File: src/rtl/uart_if.sv
// Parallel-side bundle of the UART loopback: transmit request in, received byte and status out.
interface uart_if;
  logic [7:0] data;
  logic       data_valid;
  logic       parity_en;
  logic       parity_type;
  logic [7:0] p_data;
  logic       valid_data;
  logic       parity_err;
  logic       stop_err;
  logic       sampled_data;

  modport master (
    output data, data_valid, parity_en, parity_type,
    input  p_data, valid_data, parity_err, stop_err, sampled_data
  );

  modport slave (
    input  data, data_valid, parity_en, parity_type,
    output p_data, valid_data, parity_err, stop_err, sampled_data
  );
endinterface

File: src/rtl/uart_top.sv
// UART loopback: 8-bit TX serializes onto an internal line, a 16x oversampled RX recovers the byte.
// Optional UART_SERIAL_OUT_EN adds a tx_out probe port mirroring the internal serial line.
//
// state  | meaning (same encoding for TX and RX FSMs)
// IDLE   | line idle; TX waits for data_valid, RX waits for a 1->0 edge
// START  | start bit (RX: votes it, 1 means false start)
// DATA   | eight data bits, LSB first
// PARITY | optional parity bit
// STOP   | stop bit (RX leaves right after its vote)
module uart_top #(
  parameter int PRESCALE = 16
) (
  input  logic   clk,
  input  logic   rst,
  uart_if.slave  bus
`ifdef UART_SERIAL_OUT_EN
  ,
  output logic   tx_out
`endif
);

  localparam logic [2:0] ST_IDLE   = 3'd0;
  localparam logic [2:0] ST_START  = 3'd1;
  localparam logic [2:0] ST_DATA   = 3'd2;
  localparam logic [2:0] ST_PARITY = 3'd3;
  localparam logic [2:0] ST_STOP   = 3'd4;

  localparam int CW = $clog2(PRESCALE);
  localparam logic [CW-1:0] BIT_LAST = CW'(PRESCALE - 1);
  // Bit timers count down; RX loads one less on the detect edge so both sides stay bit-aligned.
  localparam logic [CW-1:0] DET_LOAD = CW'(PRESCALE - 2);
  localparam logic [CW-1:0] SMP_A    = CW'(PRESCALE / 2);
  localparam logic [CW-1:0] SMP_B    = CW'(PRESCALE / 2 - 1);
  localparam logic [CW-1:0] SMP_C    = CW'(PRESCALE / 2 - 2);

  logic [2:0]    tx_state;
  logic [CW-1:0] tx_cnt;
  logic [7:0]    tx_shift;
  logic [2:0]    tx_bit;
  logic          tx_par_en;
  logic          tx_par_bit;
  logic          tx_line;

  always_ff @(posedge clk or negedge rst) begin
    if (!rst) begin
      tx_state   <= ST_IDLE;
      tx_cnt     <= '0;
      tx_shift   <= '0;
      tx_bit     <= '0;
      tx_par_en  <= 1'b0;
      tx_par_bit <= 1'b0;
      tx_line    <= 1'b1;
    end else if (tx_state == ST_IDLE) begin
      if (bus.data_valid) begin
        tx_state   <= ST_START;
        tx_line    <= 1'b0;
        tx_cnt     <= BIT_LAST;
        tx_shift   <= bus.data;
        tx_bit     <= '0;
        tx_par_en  <= bus.parity_en;
        tx_par_bit <= bus.parity_type ? ~^bus.data : ^bus.data;
      end
    end else if (tx_cnt != '0) begin
      tx_cnt <= tx_cnt - CW'(1);
    end else begin
      tx_cnt <= BIT_LAST;
      case (tx_state)
        ST_START: begin
          tx_state <= ST_DATA;
          tx_line  <= tx_shift[0];
        end
        ST_DATA: begin
          if (tx_bit == 3'd7) begin
            tx_state <= tx_par_en ? ST_PARITY : ST_STOP;
            tx_line  <= tx_par_en ? tx_par_bit : 1'b1;
          end else begin
            tx_bit   <= tx_bit + 3'd1;
            tx_shift <= {1'b0, tx_shift[7:1]};
            tx_line  <= tx_shift[1];
          end
        end
        ST_PARITY: begin
          tx_state <= ST_STOP;
          tx_line  <= 1'b1;
        end
        default: begin
          tx_state <= ST_IDLE;
          tx_line  <= 1'b1;
          tx_cnt   <= '0;
        end
      endcase
    end
  end

  logic          rx_line;
  logic [2:0]    rx_state;
  logic [CW-1:0] rx_cnt;
  logic [7:0]    rx_shift;
  logic [2:0]    rx_bit;
  logic          rx_par_en;
  logic          rx_par_type;
  logic          line_d;
  logic          smp_a;
  logic          smp_b;
  logic          sampled;
  logic          par_chk;
  logic          stop_chk;
  logic          frame_bad;
  logic [7:0]    p_data_r;
  logic          valid_r;
  logic          par_err_r;
  logic          stop_err_r;
  logic          vote;
  logic          vote_now;
  logic          exp_par;

  assign rx_line  = tx_line;
  assign vote     = (smp_a & smp_b) | (smp_a & rx_line) | (smp_b & rx_line);
  assign vote_now = (rx_state != ST_IDLE) && (rx_cnt == SMP_C);
  assign exp_par  = rx_par_type ? ~^rx_shift : ^rx_shift;

  always_ff @(posedge clk or negedge rst) begin
    if (!rst) begin
      rx_state    <= ST_IDLE;
      rx_cnt      <= '0;
      rx_shift    <= '0;
      rx_bit      <= '0;
      rx_par_en   <= 1'b0;
      rx_par_type <= 1'b0;
      line_d      <= 1'b1;
      smp_a       <= 1'b0;
      smp_b       <= 1'b0;
      sampled     <= 1'b0;
      par_chk     <= 1'b0;
      stop_chk    <= 1'b0;
      frame_bad   <= 1'b0;
      p_data_r    <= '0;
      valid_r     <= 1'b0;
      par_err_r   <= 1'b0;
      stop_err_r  <= 1'b0;
    end else begin
      line_d   <= rx_line;
      par_chk  <= 1'b0;
      stop_chk <= 1'b0;
      if (rx_state != ST_IDLE) begin
        if (rx_cnt == SMP_A) smp_a <= rx_line;
        if (rx_cnt == SMP_B) smp_b <= rx_line;
        if (vote_now) sampled <= vote;
        rx_cnt <= (rx_cnt == '0) ? BIT_LAST : rx_cnt - CW'(1);
      end
      case (rx_state)
        ST_IDLE: begin
          if (line_d && !rx_line) begin
            rx_state    <= ST_START;
            rx_cnt      <= DET_LOAD;
            rx_bit      <= '0;
            rx_par_en   <= bus.parity_en;
            rx_par_type <= bus.parity_type;
            frame_bad   <= 1'b0;
          end
        end
        ST_START: begin
          if (vote_now && vote) begin
            rx_state <= ST_IDLE;
            rx_cnt   <= '0;
          end else if (rx_cnt == '0) begin
            rx_state <= ST_DATA;
          end
        end
        ST_DATA: begin
          if (vote_now) rx_shift <= {vote, rx_shift[7:1]};
          if (rx_cnt == '0) begin
            if (rx_bit == 3'd7) rx_state <= rx_par_en ? ST_PARITY : ST_STOP;
            rx_bit <= rx_bit + 3'd1;
          end
        end
        ST_PARITY: begin
          if (vote_now) par_chk <= 1'b1;
          if (rx_cnt == '0) rx_state <= ST_STOP;
        end
        ST_STOP: begin
          // Rest of the stop bit is skipped so a back-to-back start edge is never missed.
          if (vote_now) begin
            rx_state <= ST_IDLE;
            rx_cnt   <= '0;
            stop_chk <= 1'b1;
          end
        end
        default: rx_state <= ST_IDLE;
      endcase

      valid_r    <= stop_chk & sampled & ~frame_bad;
      stop_err_r <= stop_chk & ~sampled;
      par_err_r  <= par_chk & (sampled != exp_par);
      if (stop_chk && sampled && !frame_bad) p_data_r <= rx_shift;
      if (par_chk && (sampled != exp_par)) frame_bad <= 1'b1;
    end
  end

  assign bus.p_data       = p_data_r;
  assign bus.valid_data   = valid_r;
  assign bus.parity_err   = par_err_r;
  assign bus.stop_err     = stop_err_r;
  assign bus.sampled_data = sampled;

`ifdef UART_SERIAL_OUT_EN
  assign tx_out = tx_line;
`endif

endmodule

File: src/flat_wrapper.sv
// flat-port wrapper written by rule: the top's interface ports become plain ports
module uart_top_flat 
#(
  parameter int PRESCALE = 16
)
  (clk, rst, bus_data, bus_data_valid, bus_parity_en, bus_parity_type, bus_p_data, bus_valid_data, bus_parity_err, bus_stop_err, bus_sampled_data);
  uart_if bus_i ();
  input  logic clk;
  input  logic rst;
  input wire logic [$bits(bus_i.data)-1:0] bus_data;
  input wire logic [$bits(bus_i.data_valid)-1:0] bus_data_valid;
  input wire logic [$bits(bus_i.parity_en)-1:0] bus_parity_en;
  input wire logic [$bits(bus_i.parity_type)-1:0] bus_parity_type;
  output wire logic [$bits(bus_i.p_data)-1:0] bus_p_data;
  output wire logic [$bits(bus_i.valid_data)-1:0] bus_valid_data;
  output wire logic [$bits(bus_i.parity_err)-1:0] bus_parity_err;
  output wire logic [$bits(bus_i.stop_err)-1:0] bus_stop_err;
  output wire logic [$bits(bus_i.sampled_data)-1:0] bus_sampled_data;
  assign bus_i.data = bus_data;
  assign bus_i.data_valid = bus_data_valid;
  assign bus_i.parity_en = bus_parity_en;
  assign bus_i.parity_type = bus_parity_type;
  assign bus_p_data = bus_i.p_data;
  assign bus_valid_data = bus_i.valid_data;
  assign bus_parity_err = bus_i.parity_err;
  assign bus_stop_err = bus_i.stop_err;
  assign bus_sampled_data = bus_i.sampled_data;
  uart_top #(.PRESCALE(PRESCALE)) u_core (.clk(clk), .rst(rst), .bus(bus_i));
endmodule
File: config.mk
export PLATFORM = sky130hd
export DESIGN_NAME = uart_top_flat
export DESIGN_NICKNAME = d
export VERILOG_FILES = /design/src/rtl/uart_if.sv /design/src/rtl/uart_top.sv /design/src/flat_wrapper.sv
export SDC_FILE = /design/constraint.sdc
export NUM_CORES = 1
export LEC_CHECK = 0
export ABC_AREA = 1
export CAP_MARGIN = 40
export CORE_UTILIZATION = 53
export DETAILED_ROUTE_END_ITERATION = 10
export GPL_TIMING_DRIVEN = 1
export PLACE_DENSITY = 0.83
export SLEW_MARGIN = 5
export SYNTH_ARGS = -nofsm -noshare
export SYNTH_HDL_FRONTEND = slang
export SYNTH_SLANG_ARGS = --single-unit
File: constraint.sdc
create_clock -name clk -period 1.5 [get_ports clk]
set_input_delay 0.375 -clock clk [delete_from_list [all_inputs] [get_ports clk]]
set_output_delay 0.375 -clock clk [all_outputs]
set_load 0.05 [all_outputs]
**Yosys cells after proc, flatten, opt, wreduce, memory -nomap -nowiden**

Cells that the tools add are included.

- Add/subtract/negate cells: 4
- Multiply operators: 0
- Divide/modulo/power cells: 0
- Magnitude comparators: 0
- Eq/ne operators: 23
- Shifts and indexed selects: 0
- Multiplexer cells: 52
- Bitwise gates (word level): 11
- Reduce and logical (&&, ||, !) cells: 34

Operators by type and width:

| cell | count |
|---|---|
| two-way mux 3 bit | 20 |
| two-way mux 8 bit | 5 |
| two-way mux 4 bit | 9 |
| AND reduction 2 bit | 8 |
| XNOR reduction 8 bit | 2 |
| parity 8 bit | 2 |
| case mux 3 bit (5 select lines) | 1 |
| != test 2 x 1 -> 1 bit (second input constant) | 7 |
| two-way mux 1 bit | 13 |
| equality test 3 x 2 -> 1 bit (second input constant) | 4 |
| case mux 4 bit (3 select lines) | 1 |
| equality test 3 bit (second input constant) | 3 |
| case mux 3 bit (3 select lines) | 1 |
| equality test 4 x 3 -> 1 bit (second input constant) | 2 |
| nonzero test 2 bit | 4 |
| subtractor 4 x 1 -> 4 bit (second input constant) | 2 |
| AND 1 bit | 7 |
| adder 3 x 1 -> 3 bit (second input constant) | 2 |
| equality test 3 x 1 -> 1 bit (second input constant) | 2 |
| logical AND 1 bit | 6 |
| logical NOT 3 bit | 2 |
| != test 3 x 1 -> 1 bit (second input constant) | 2 |
| case mux 3 bit (2 select lines) | 1 |
| AND reduction 3 bit | 2 |
| other kinds (13) | 16 |

- Register bits: 59
- Bits in latches: 0
- RAM bits: 0
- Memory bits (read-only): 0
- Bits of input ports: 13
- Output and inout bits: 12
- Word-level logic and storage cells: 148
- Memories: 0

**Depth between registers and ports, before layout**

- Depth in word-level cells: 6
- Depth in mapped cells: 11
- Depth with buffers taken out: 11

**Worst setup path before layout**

No wires, ideal clock.

- Path type: register -> register
- Start point: reg u_core.tx_bit[0]
- End point: reg u_core.tx_shift[0]
- Setup time: 0.092 ns
- Arrival: 1.415 ns
- Data required time: 1.408 ns
- Path slack: -0.006 ns
- Cell stages (with the launch flop): 7
- Path buffers: 1
- Clock period less this slack: 1.506 ns
- Path through: dfrtp_1 > ha_1 > ha_1 > a21oi_1 > nand2_2 > buf_6 > o31ai_2

- Word-level cells in the longest chain between the ends: 3

Ends and longest elaborated chain:

| element | RTL line | source |
|---|---|---|
| start, declared | uart_top.sv:39 | `logic [2:0] tx_bit;` |
| start signal, assigned | uart_top.sv:77 | `tx_bit <= tx_bit + 3'd1;` |
| equality test 3 bit | uart_top.sv:73 | `if (tx_bit == 3'd7) begin` |
| != test 2 x 1 -> 1 bit (no line) | n/a |  |
| AND reduction 4 bit (no line) | n/a |  |
| end signal, assigned | uart_top.sv:58 | `tx_shift <= bus.data;` |
| end signal, assigned | uart_top.sv:78 | `tx_shift <= {1'b0, tx_shift[7:1]};` |
| end, declared | uart_top.sv:38 | `logic [7:0] tx_shift;` |

No other way between the ends.
A chain may end at the register's enable or synchronous reset.

**Final worst setup path**

- Start point: reg u_core.tx_bit[0]
- End point: reg u_core.tx_shift[6]

Same word-level chain as after synthesis.

==> results_dict.tcl <==
set metrics [dict create \
    crit_path_end_kind "register" \
    overflow 0 \
    rsz0062_at_grt "yes" \
    dp.cells 503 \
    syn_nets 410 \
    core_area_um2 5680 \
    stdcell_area_um2 4240 \
    m1WireLength_mm 2.91 \
    critPathLaunchType "register" \
    fp-row-count 27 \
    utilization_pct 74.7 \
    num_antenna_cells 0 \
    p_leak_nw 2.08 \
    clk_latency_ns 0.34 \
    clockPowerShare_pct 19.6 \
    fin_crit_sh_pct 101 \
    swShare_pct 41.8 \
    dieArea_um2 6380 \
    antenna_found_initial 0 \
    async_flop_share_pct 100 \
    fin_cells 527 \
    grt_pass1_wl_mm 11.2 \
    dpl.hpwl_mm 4.72 \
    finalCriticalPeriod_ns 1.51 \
    fmax_mhz 661 \
    cts_tree "done" \
    netlist-cell-type-count 33 \
    worstMarginPinSlew_ns 0.378 \
    grt_pass1_vias 2612 \
    grt_usage_pct 23.1 \
    grt_max_degree 60 \
    cts_buffer_depth 2 \
    r2r_cells 6 \
    switching_power_mw 3.09 \
    portBuffers 24 \
    htreeDepth 3 \
    wl_met3_um 253 \
    crit_arrival_ns 1.76 \
    syn_area_per_cell_um2 8.28 \
    drv_cap 0 \
    final_layout_size_suffix_gt1_share_pct 27.3 \
    power_mw 7.39 \
    worst_slack_ns -0.0121 \
    die_h_um 79.8 \
    nets 472 \
    synthesis.area_um2 3210 \
    yosys_register_bits 59 \
    maxSlewHeadroom_pct 74.6 \
    path_class "register to register" \
    power.internal_mw 4.30 \
    p_seq_share_pct 32.8 \
    place_congestion 0.783 \
    synth_edf_count 0 \
    yosys.area.top_type "dfrtp_1" \
    min_path_type "input port to async pin" \
    p_comb_share_pct 47.6 \
    first_iter_violations 160 \
    power.density_nw_per_um2 1740 \
    path_max_fanout 5 \
    cts.sinks 59 \
    slew_viol_final 0 \
    violations "setup timing" \
    hold_violations 0 \
    synth_ff_type "dfrtp_1" \
    cts_buffers 9 \
    wl_per_cell_um 13.4 \
    r2r_slack_ns -0.01 \
    vias_per_cell 5.27 \
    drt-pass1-iter-count 4 \
    route.vias.total 2777 \
    route.met2.wl_mm 3.69 \
    yosysSeqAreaShare_pct 46.0 \
    top_layer_used "met4" \
    syn_inst 388 \
    placed_area_um2 3810 \
    start_util_pct 56.6 \
    syn2layout_area_growth_pct 31.9 \
    die_w_um 79.8 \
    drt-total-wl_mm 7.04 \
    cts.clk_slew.worst_paths_ns 0.07 \
    yosys.area.top_type_share_pct 44.4 \
    drc 0 \
    synth_warnings 0 \
    peakVddDrop_mv 1.18 \
    setup_viol 1 \
    ant_nets 0 \
    n_fill_cell 406 \
    fin_skew_ns 0.00946 \
    synth_area_leaders "dfrtp_1 44%, nand2_1 14%, inv_1 4.6%, o21ai_0 4.2%, ha_1 3.5%" \
    pre_cts_ws_ns -0.118 \
    most-common-layout-cells "113 x nand2_1, 57 x dfrtp_1, 33 x inv_1" \
    holdBufCountCts 0 \
    outcome "complete, but fails checks" \
    final_common_cell "nand2_1" \
    io_pins 25 \
    cp_data_required_time_ns 1.74 \
    clock-root-buffer "clkbuf_8" \
]
repair_timing:
action / 4_1_cts / 5_1_grt
hold endpoints to repair: 0 / 0
setup endpoints to repair: 15 / 28
gates resized for setup: 10 / 23
pin swaps: 4 / 7
setup buffers: 1 / 4
gates cloned: 0 / 3
critical path, stage by stage, from the launching register on:
cell and delay [ns]:
dfrtp_1 0.40, ha_2 0.21, ha_4 0.17, a21oi_4 0.17, nand2_4 0.11, clkbuf_16 0.17
o31ai_2 0.18
final timing paths:
path                             startpoint                   end
hold / removal                          rst  u_core.bus.p_data[1]
max in group asynchronous               rst         u_core.line_d
setup reg to reg           u_core.tx_bit[0]    u_core.tx_shift[6]
hold reg to reg              u_core.rx_line         u_core.line_d
min in group clk             u_core.rx_line         u_core.line_d
setup / recovery           u_core.tx_bit[0]    u_core.tx_shift[6]
synth_stat cells (3+ instances only):
master   count
nand2_1    117
dfrtp_1     57
inv_1       39
nor2_1      30
o21ai_0     27
nand3_1     17
a21oi_1     16
nand2_2     10
ha_1         9
o31ai_2      7
buf_6        6
inv_2        6
nand2_4      5
o21ai_1      5
xor2_1       5
nor3_1       4
nand4_1      3
nor2_8       3
xnor2_1      3
logic make-up after synthesis:
| logic type | Yosys count | synth area share [%] |
|---|---|---|
| simple gates | 198 | 28.9 |
| xor+xnor | 8 | 2.18 |
| fa+ha+maj | 9 | 3.51 |
| flops | 59 | 46.0 |
| buf+inv | 53 | 7.63 |
| compound gates | 61 | 11.7 |
power groups by stage:
stage | sequential, mW | combinational, mW | clock, mW
final | 2.42 | 3.51 | 1.45
after detailed placement | 2.39 | 3.03 | 0
after global routing | 2.47 | 3.92 | 1.54
after CTS | 2.39 | 3.13 | 1.48
after global placement | 2.37 | 2.89 | 0
after floorplan | 2.32 | 2.28 | 0
layer usage:
layer	global-route usage, %	vias to the layer above
met5	0	-
met4	10.7	0
met3	4.57	18
met2	41.1	64
met1	26.5	1330
li1	-	1365
per-stage QoR:
step	hold WS [ns]	TNS, ns
global placement	0.380	-0.0271
CTS	0.0364	0
floorplan	0.0794	0
global route	0.0490	-0.563
detailed placement	0.379	-0.417
finish	0.0263	-0.0121
sequential cells by signal (all words and copies together) (netlist names), 3 cells and up:
register	count
u_core.bus.p_data	8
u_core.rx_cnt	4
u_core.tx_shift	8
u_core.rx_bit	3
u_core.tx_cnt	4
u_core.rx_shift	8
u_core.rx_state	3
u_core.tx_state	3
u_core.tx_bit	3
final cells by class:
class | instances | area (µm²) | area share [%]
inverters | 45 | 169 | 3.99
multi-input cells | 276 | 1620 | 38.2
clock inverters | 4 | 51.3 | 1.21
well taps | 72 | 90.1 | 2.13
clock buffers | 12 | 145 | 3.42
repair buffers | 59 | 686 | 16.2
flip-flops and latches | 59 | 1480 | 34.9
Power figures use the tool's default switching activity.
